### src/rtl/mlp_layer_sequencer.sv
// Input-vector sequencer for a dense layer: captures one vector, streams its
// elements aligned with the layer's synchronous weight reads, then strobes ReLU and done.
module mlp_layer_sequencer #(
    parameter  int N_INPUTS = 4,
    parameter  int IN_WIDTH = 16,
    localparam int IDX_W    = $clog2(N_INPUTS)
) (
    input  logic                         clk,
    input  logic                         rst_n,
    input  logic [N_INPUTS*IN_WIDTH-1:0] inputs_flat,
    input  logic                         in_valid,
    output logic                         in_ready,
    output logic signed [IN_WIDTH-1:0]   input_value,
    output logic [IDX_W-1:0]             input_index,
    output logic                         start,
    output logic                         valid,
    output logic                         relu_en,
    output logic                         busy,
    output logic                         done
);

    localparam logic [2:0] S_IDLE  = 3'd0;
    localparam logic [2:0] S_ISSUE = 3'd1;
    localparam logic [2:0] S_DRAIN = 3'd2;
    localparam logic [2:0] S_RELU  = 3'd3;
    localparam logic [2:0] S_DONE  = 3'd4;

    localparam logic [IDX_W-1:0] K_LAST = IDX_W'(N_INPUTS - 1);

    logic [2:0]          state;
    logic [2:0]          state_next;
    logic [IDX_W-1:0]    k;
    logic [IDX_W-1:0]    k_next;
    logic                accept;
    logic [IN_WIDTH-1:0] vec [N_INPUTS];

    // NOTE: every output of a combinational block gets a default first, so no path can infer a latch.
    always_comb begin
        state_next = state;
        k_next     = k;
        accept     = 1'b0;
        case (state)
            S_IDLE: begin
                if (in_valid) begin
                    accept     = 1'b1;
                    state_next = S_ISSUE;
                    k_next     = '0;
                end
            end
            S_ISSUE: begin
                // The counter parks on the last element, so no address beyond the vector is ever issued.
                if (k == K_LAST) begin
                    state_next = S_DRAIN;
                end else begin
                    k_next = k + IDX_W'(1);
                end
            end
            S_DRAIN: state_next = S_RELU;
            S_RELU:  state_next = S_DONE;
            S_DONE:  state_next = S_IDLE;
            default: state_next = S_IDLE;
        endcase
    end

    // NOTE: sequential state uses non-blocking assignments so every register samples pre-edge values.
    always_ff @(posedge clk or negedge rst_n) begin
        if (!rst_n) begin
            state       <= S_IDLE;
            k           <= '0;
            in_ready    <= 1'b1;
            busy        <= 1'b0;
            input_index <= '0;
            input_value <= '0;
            start       <= 1'b0;
            valid       <= 1'b0;
            relu_en     <= 1'b0;
            done        <= 1'b0;
        end else begin
            state       <= state_next;
            k           <= k_next;
            in_ready    <= (state_next == S_IDLE);
            busy        <= (state_next != S_IDLE);
            input_index <= (state_next == S_ISSUE) ? k_next : '0;
            // Data trails the address by one cycle to meet the weight coming out of the layer's RAM.
            input_value <= (state == S_ISSUE) ? vec[k] : '0;
            start       <= (state == S_ISSUE) && (k == '0);
            valid       <= (state == S_ISSUE) && (k != '0);
            relu_en     <= (state_next == S_RELU);
            done        <= (state_next == S_DONE);
        end
    end

    // NOTE: the vector register is small and must read as zero after reset, so it is cleared like any flop.
    always_ff @(posedge clk or negedge rst_n) begin
        if (!rst_n) begin
            for (int i = 0; i < N_INPUTS; i++) begin
                vec[i] <= '0;
            end
        end else if (accept) begin
            for (int i = 0; i < N_INPUTS; i++) begin
                vec[i] <= inputs_flat[i*IN_WIDTH +: IN_WIDTH];
            end
        end
    end

endmodule

### config.mk
export PLATFORM = sky130hd
export DESIGN_NAME = mlp_layer_sequencer
export DESIGN_NICKNAME = d
export VERILOG_FILES = /design/src/rtl/mlp_layer_sequencer.sv
export SDC_FILE = /design/constraint.sdc
export NUM_CORES = 1
export LEC_CHECK = 0
export CAP_MARGIN = 20
export CORE_MARGIN = 1.5
export CORE_UTILIZATION = 45
export DETAILED_ROUTE_END_ITERATION = 12
export PLACE_DENSITY_LB_ADDON = 0.15
export SLEW_MARGIN = 20
export SYNTH_ARGS = -nofsm -noshare
export SYNTH_HDL_FRONTEND = slang
export SYNTH_SLANG_ARGS = --single-unit
export TNS_END_PERCENT = 5
### constraint.sdc
create_clock -name clk -period 1.65 [get_ports clk]
set_clock_uncertainty 0.2 [all_clocks]
set_input_delay 0.495 -clock clk [delete_from_list [all_inputs] [get_ports clk]]
set_output_delay 0.495 -clock clk [all_outputs]
set_load 0.02 [all_outputs]
Yosys cells after proc, flatten, opt, wreduce, memory -nomap -nowiden
Cells that the tools add are included.
{"block": "word_totals", "regBits": 93, "output_inout_bits": 24, "wordCells": 44}
{"block": "op_classes", "n_addsub": 1, "bitwise": 1, "magnitude_cmp": 1, "n_eq_ne": 7, "n_reduce_logical": 7, "mux": 13}
{"op": "16-bit two-way mux", "count": 3}
{"op": "16-bit binary-select mux with 2-bit select", "count": 1}
{"op": "3-bit one-hot mux with 4 select lines", "count": 1}
{"op": "3-bit by 2-bit == test with 1-bit output, second input constant", "count": 3}
{"op": "3-bit by 1-bit == test with 1-bit output, second input constant", "count": 2}
{"op": "3-bit logical NOT", "count": 2}
{"op": "2-bit two-way mux", "count": 3}
{"op": "3-bit two-way mux", "count": 2}
{"op": "2-bit one-hot mux with 2 select lines", "count": 1}
{"op": "3-bit == test, second input constant", "count": 1}
{"op": "3-bit >= comparator, second input constant", "count": 1}
{"op": "2-bit NOT with 3-bit output", "count": 1}
{"op": "3-bit nonzero test", "count": 1}
{"op": "2-bit by 1-bit adder with 2-bit output, second input constant", "count": 1}
{"op": "2-bit == test, second input constant", "count": 1}
{"op": "1-bit logical AND", "count": 2}
{"op": "2-bit logical NOT", "count": 1}
{"op": "1-bit two-way mux", "count": 2}
{"op": "2-bit nonzero test", "count": 1}

Depth between registers and ports, before layout
{"block": "depth", "depth_word": 5, "depth_mapped": 5, "mapped_depth_nobuf": 3}

Least setup slack after synthesis
No wires, ideal clock.
{"block": "synth_path", "kind": "input to register", "startpoint": "input port in_valid", "endpoint": "register vec[0] (netlist name)", "n_path_buf": 2, "cell_stages": 4, "setup_slack_ps": -2, "arrival_ps": 1327, "required_ps": 1325, "cell_sequence": "nor4b_4 buf_6 buf_12 mux2_4"}
{"block": "synth_between", "elab_chain_cells": 2}
{"element": "start: declaration", "line_no": "11", "source": "input logic in_valid,"}
{"element": "1-bit two-way mux", "line_no": "44", "source": "if (in_valid) begin"}
{"element": "1-bit two-way mux", "line_no": "42", "source": "case (state)"}
{"element": "end signal: indexed assignment", "line_no": "101", "source": "vec[i] <= inputs_flat[i*IN_WIDTH +: IN_WIDTH];"}
{"element": "end: declaration", "line_no": "35", "source": "logic [IN_WIDTH-1:0] vec [N_INPUTS];"}
No other way between the ends.
A chain may end at the register's enable or synchronous reset.

Final worst setup path
{"block": "layout_path", "startpoint": "register state[2]", "endpoint": "register vec[26] (netlist name)"}
{"block": "layout_between", "elab_chain_cells": 2}
{"element": "start: declaration", "line_no": "30", "source": "logic [2:0] state;"}
{"element": "start signal: assignment", "line_no": "79", "source": "state <= state_next;"}
{"element": "3-bit logical NOT", "line_no": "42"}
{"element": "1-bit two-way mux", "line_no": "42"}
No other way between the ends.

==> results.yml <==
outcome:
  status: "finished with violations"
  violations: "setup timing"
grt:
  grt_pass1_wl_um: 13400
  grt_max_degree: 40
  grt_pass1_vias: 2606
  grt_usage_pct: 17.7
  antenna_found_initial: 0
  overflow: 0
floorplanning:
  die_w_um: 98.4
  rows: 34
  core_area_mm2: 0.00876
  start_util_pct: 46.7
  dieArea_mm2: 0.00968
  die_h_um: 98.4
  pin_count: 91
worst_setup_path:
  cp-start-kind: "flop"
  r2r_slack_ns: -0.16
  worst-r2r-cell-count: 5
  cp.arrival_ns: 1.86
  end_kind: "flop"
  cp_max_fo: 9
  r2r-start: "state[2]"
  worstPathRequired_ns: 1.70
  critPathKind: "reg2reg"
  reg2reg_to: "vec[26]"
yosys:
  yosys_warnings: 0
  ys_ff_latch: 93
  syn_inst: 258
  yosysSeqAreaShare_pct: 56.9
  syn_area_mm2: 0.00410
  async_flop_share_pct: 100
  synthesis.nets: 325
  synth.area.top_cells: "dfrtp_1 (56%), mux2_4 (22%), mux2i_1 (7.8%), buf_12 (2.9%), o22ai_1 (2.4%)"
  yosysTopAreaCell: "dfrtp_1"
  synth_compound_area_share_pct: 3.33
  synthMuxAreaShare_pct: 30.9
  synth_edf_count: 0
  synth_ff_type: "dfrtp_1"
  synth_top_family_by_area: "multiplexers"
  synth_top_area_share_pct: 56.2
  syn-mean-instance-area_um2: 15.9
  synth.distinct_cells: 26
  synth_fa_ha_area_share_pct: 0
  synth_simple_gate_area_share_pct: 4.31
  synthXorXnorAreaFrac_pct: 0
timing:
  hold_viol_final: 0
  finalCritPeriodShare_pct: 109
  timing.final.ws_setup_ns: -0.156
  holdWs_ns: 0.315
  worstMarginPinSlew_ns: 0.313
  fin_crit_ns: 1.81
  max_freq_mhz: 554
  relSlewSlack_pct: 79.2
  setup_viol: 65
  drv_slew: 0
  rsz0062_at_grt: "yes"
cts:
  clock_latency_ns: 0.36
  numCtsBuffers: 9
  cts_root_buffer: "clkbuf_8"
  htree_levels: 3
  clock_path_buffers: 2
  cts_tree: "built"
  cts_sinks: 93
  path_clk_slew_ns: 0.09
detailed_routing:
  final_antenna_net_count: 0
  viasPerCell: 4.98
  drc_errors: 0
  wl_per_cell_um: 16.3
  via_count: 2405
  drt_wl_total_um: 7880
  drt-initial-drc-count: 59
  drt_pass1_iterations: 4
pwr:
  powerDensity_mw_per_mm2: 1920
  power.leakage_nw: 2.56
  ir_drop_v: 0.000750
place:
  port-buffer-count: 90
  place_ws_ns: -0.630
  place_inst: 460
  place.gp.congestion: 0.714
  dpl.hpwl_um: 5390
run:
  max_cap_violations: 0
layout:
  layout_commonest_cell: "dfrtp_1"
  diodes: 0
  finalNonFillerCells: 483
  n_fill_cell: 689
  drive_above_1_share_pct: 37.1
  nets: 437
  synthToLayoutAreaGrowth_pct: 33.2
  final_cell_mix: "dfrtp_1 (91), clkdlybuf4s50_1 (64), mux2_4 (62), mux2i_1 (32), buf_2 (23)"
hold_path:
  min_path_type: "reg2reg"
  whs_path_depth: 1
  min-delay-start: "vec[7]"
  hold_end: "vec[7]"
## metal layers
metal	share of wire [%]	wire length, um	track usage [%]
met3	5.1	401	5.30
met1	46	3600	24.1
met5	0	0	0
met2	48	3800	28.2
met4	0.98	77	4.23
## cells in the mapped netlist, types with 2 or more instances
cell      count
mux2i_1      32
buf_12        6
o22ai_1      16
nor3_1        2
mux2_2        4
nand2_1       4
and3b_1       2
clkbuf_1      2
dfrtp_1      92
buf_2         9
nand2b_1      3
a21oi_1       4
nand3_1       2
mux2_4       60
nor2_1        9
## sequential cells by signal, summed over array words and instances (netlist names)
register and cells:
vec 64, input_value 16, state 3, input_index 2, k 2, busy 1
done 1, in_ready 1, relu_en 1, start 1, valid 1
## through the flow
step,cell area (um2),total power [mW],TNS [ns],util [%]
6_report,5460,10.5,-4.96,62.3
3_3_place_gp,5250,8.78,-37.71,59.9
2_1_floorplan,4100,7.42,-0.150,-
3_5_place_dp,5250,8.89,-37.60,59.9
4_1_cts,5450,10.6,-4.90,62.2
5_1_grt,5460,11.1,-7.52,62.3
## timing repair
| item | in CTS | in global routing |
|---|---|---|
| pin swaps | 1 | 0 |
| gates cloned | 1 | 0 |
| endpoints found under the hold margin | 19 | 0 |
| setup endpoints to repair | 89 | 66 |
| hold buffers | 1 | 0 |
| setup buffers | 4 | 1 |
| resized for setup | 104 | 0 |
## cell families (layout without fill, tap and decap cells)
group	Yosys count	count (layout)
muxes	96	96
AOI/OAI and AO/OA	22	22
DFF	93	93
buffers and inverters	19	136
and+or+nand+nor	28	28
## final cells by class
class                   count  area (um2)  area share [%]
clock inverters             5        65.1            1.19
repair buffers            119        1190            21.9
inverters                   1        3.75          0.0688
well taps                 108         135            2.48
flip-flops and latches     93        2330            42.7
multi-input cells         146        1590            29.1
clock buffers              11         141            2.59
## critical path: stages (launching register included)
cell     delay, ns
dfrtp_1       0.41
nor4b_4       0.34
buf_6         0.20
buf_12        0.12
buf_12        0.13
mux2_4        0.30
## worst max-delay path by stage
stage	start	end	depth (start not counted)
after floorplan	in_valid	vec[0]	4
after global placement	in_valid	vec[50]	5
after detailed placement	in_valid	vec[50]	5
after CTS	state[2]	vec[38]	5
after global routing	state[2]	vec[53]	5
final	state[2]	vec[26]	5
## report_power, final
group	leakage (nW)	switching [mW]	internal (mW)	total, mW
combinational	1.33	1.95	2.97	4.91
clock	0.105	0.835	0.763	1.60
sequential	1.12	0.573	3.37	3.95
total	2.56	3.35	7.10	10.5
Note: power is estimated with default switching activity, not from simulation.
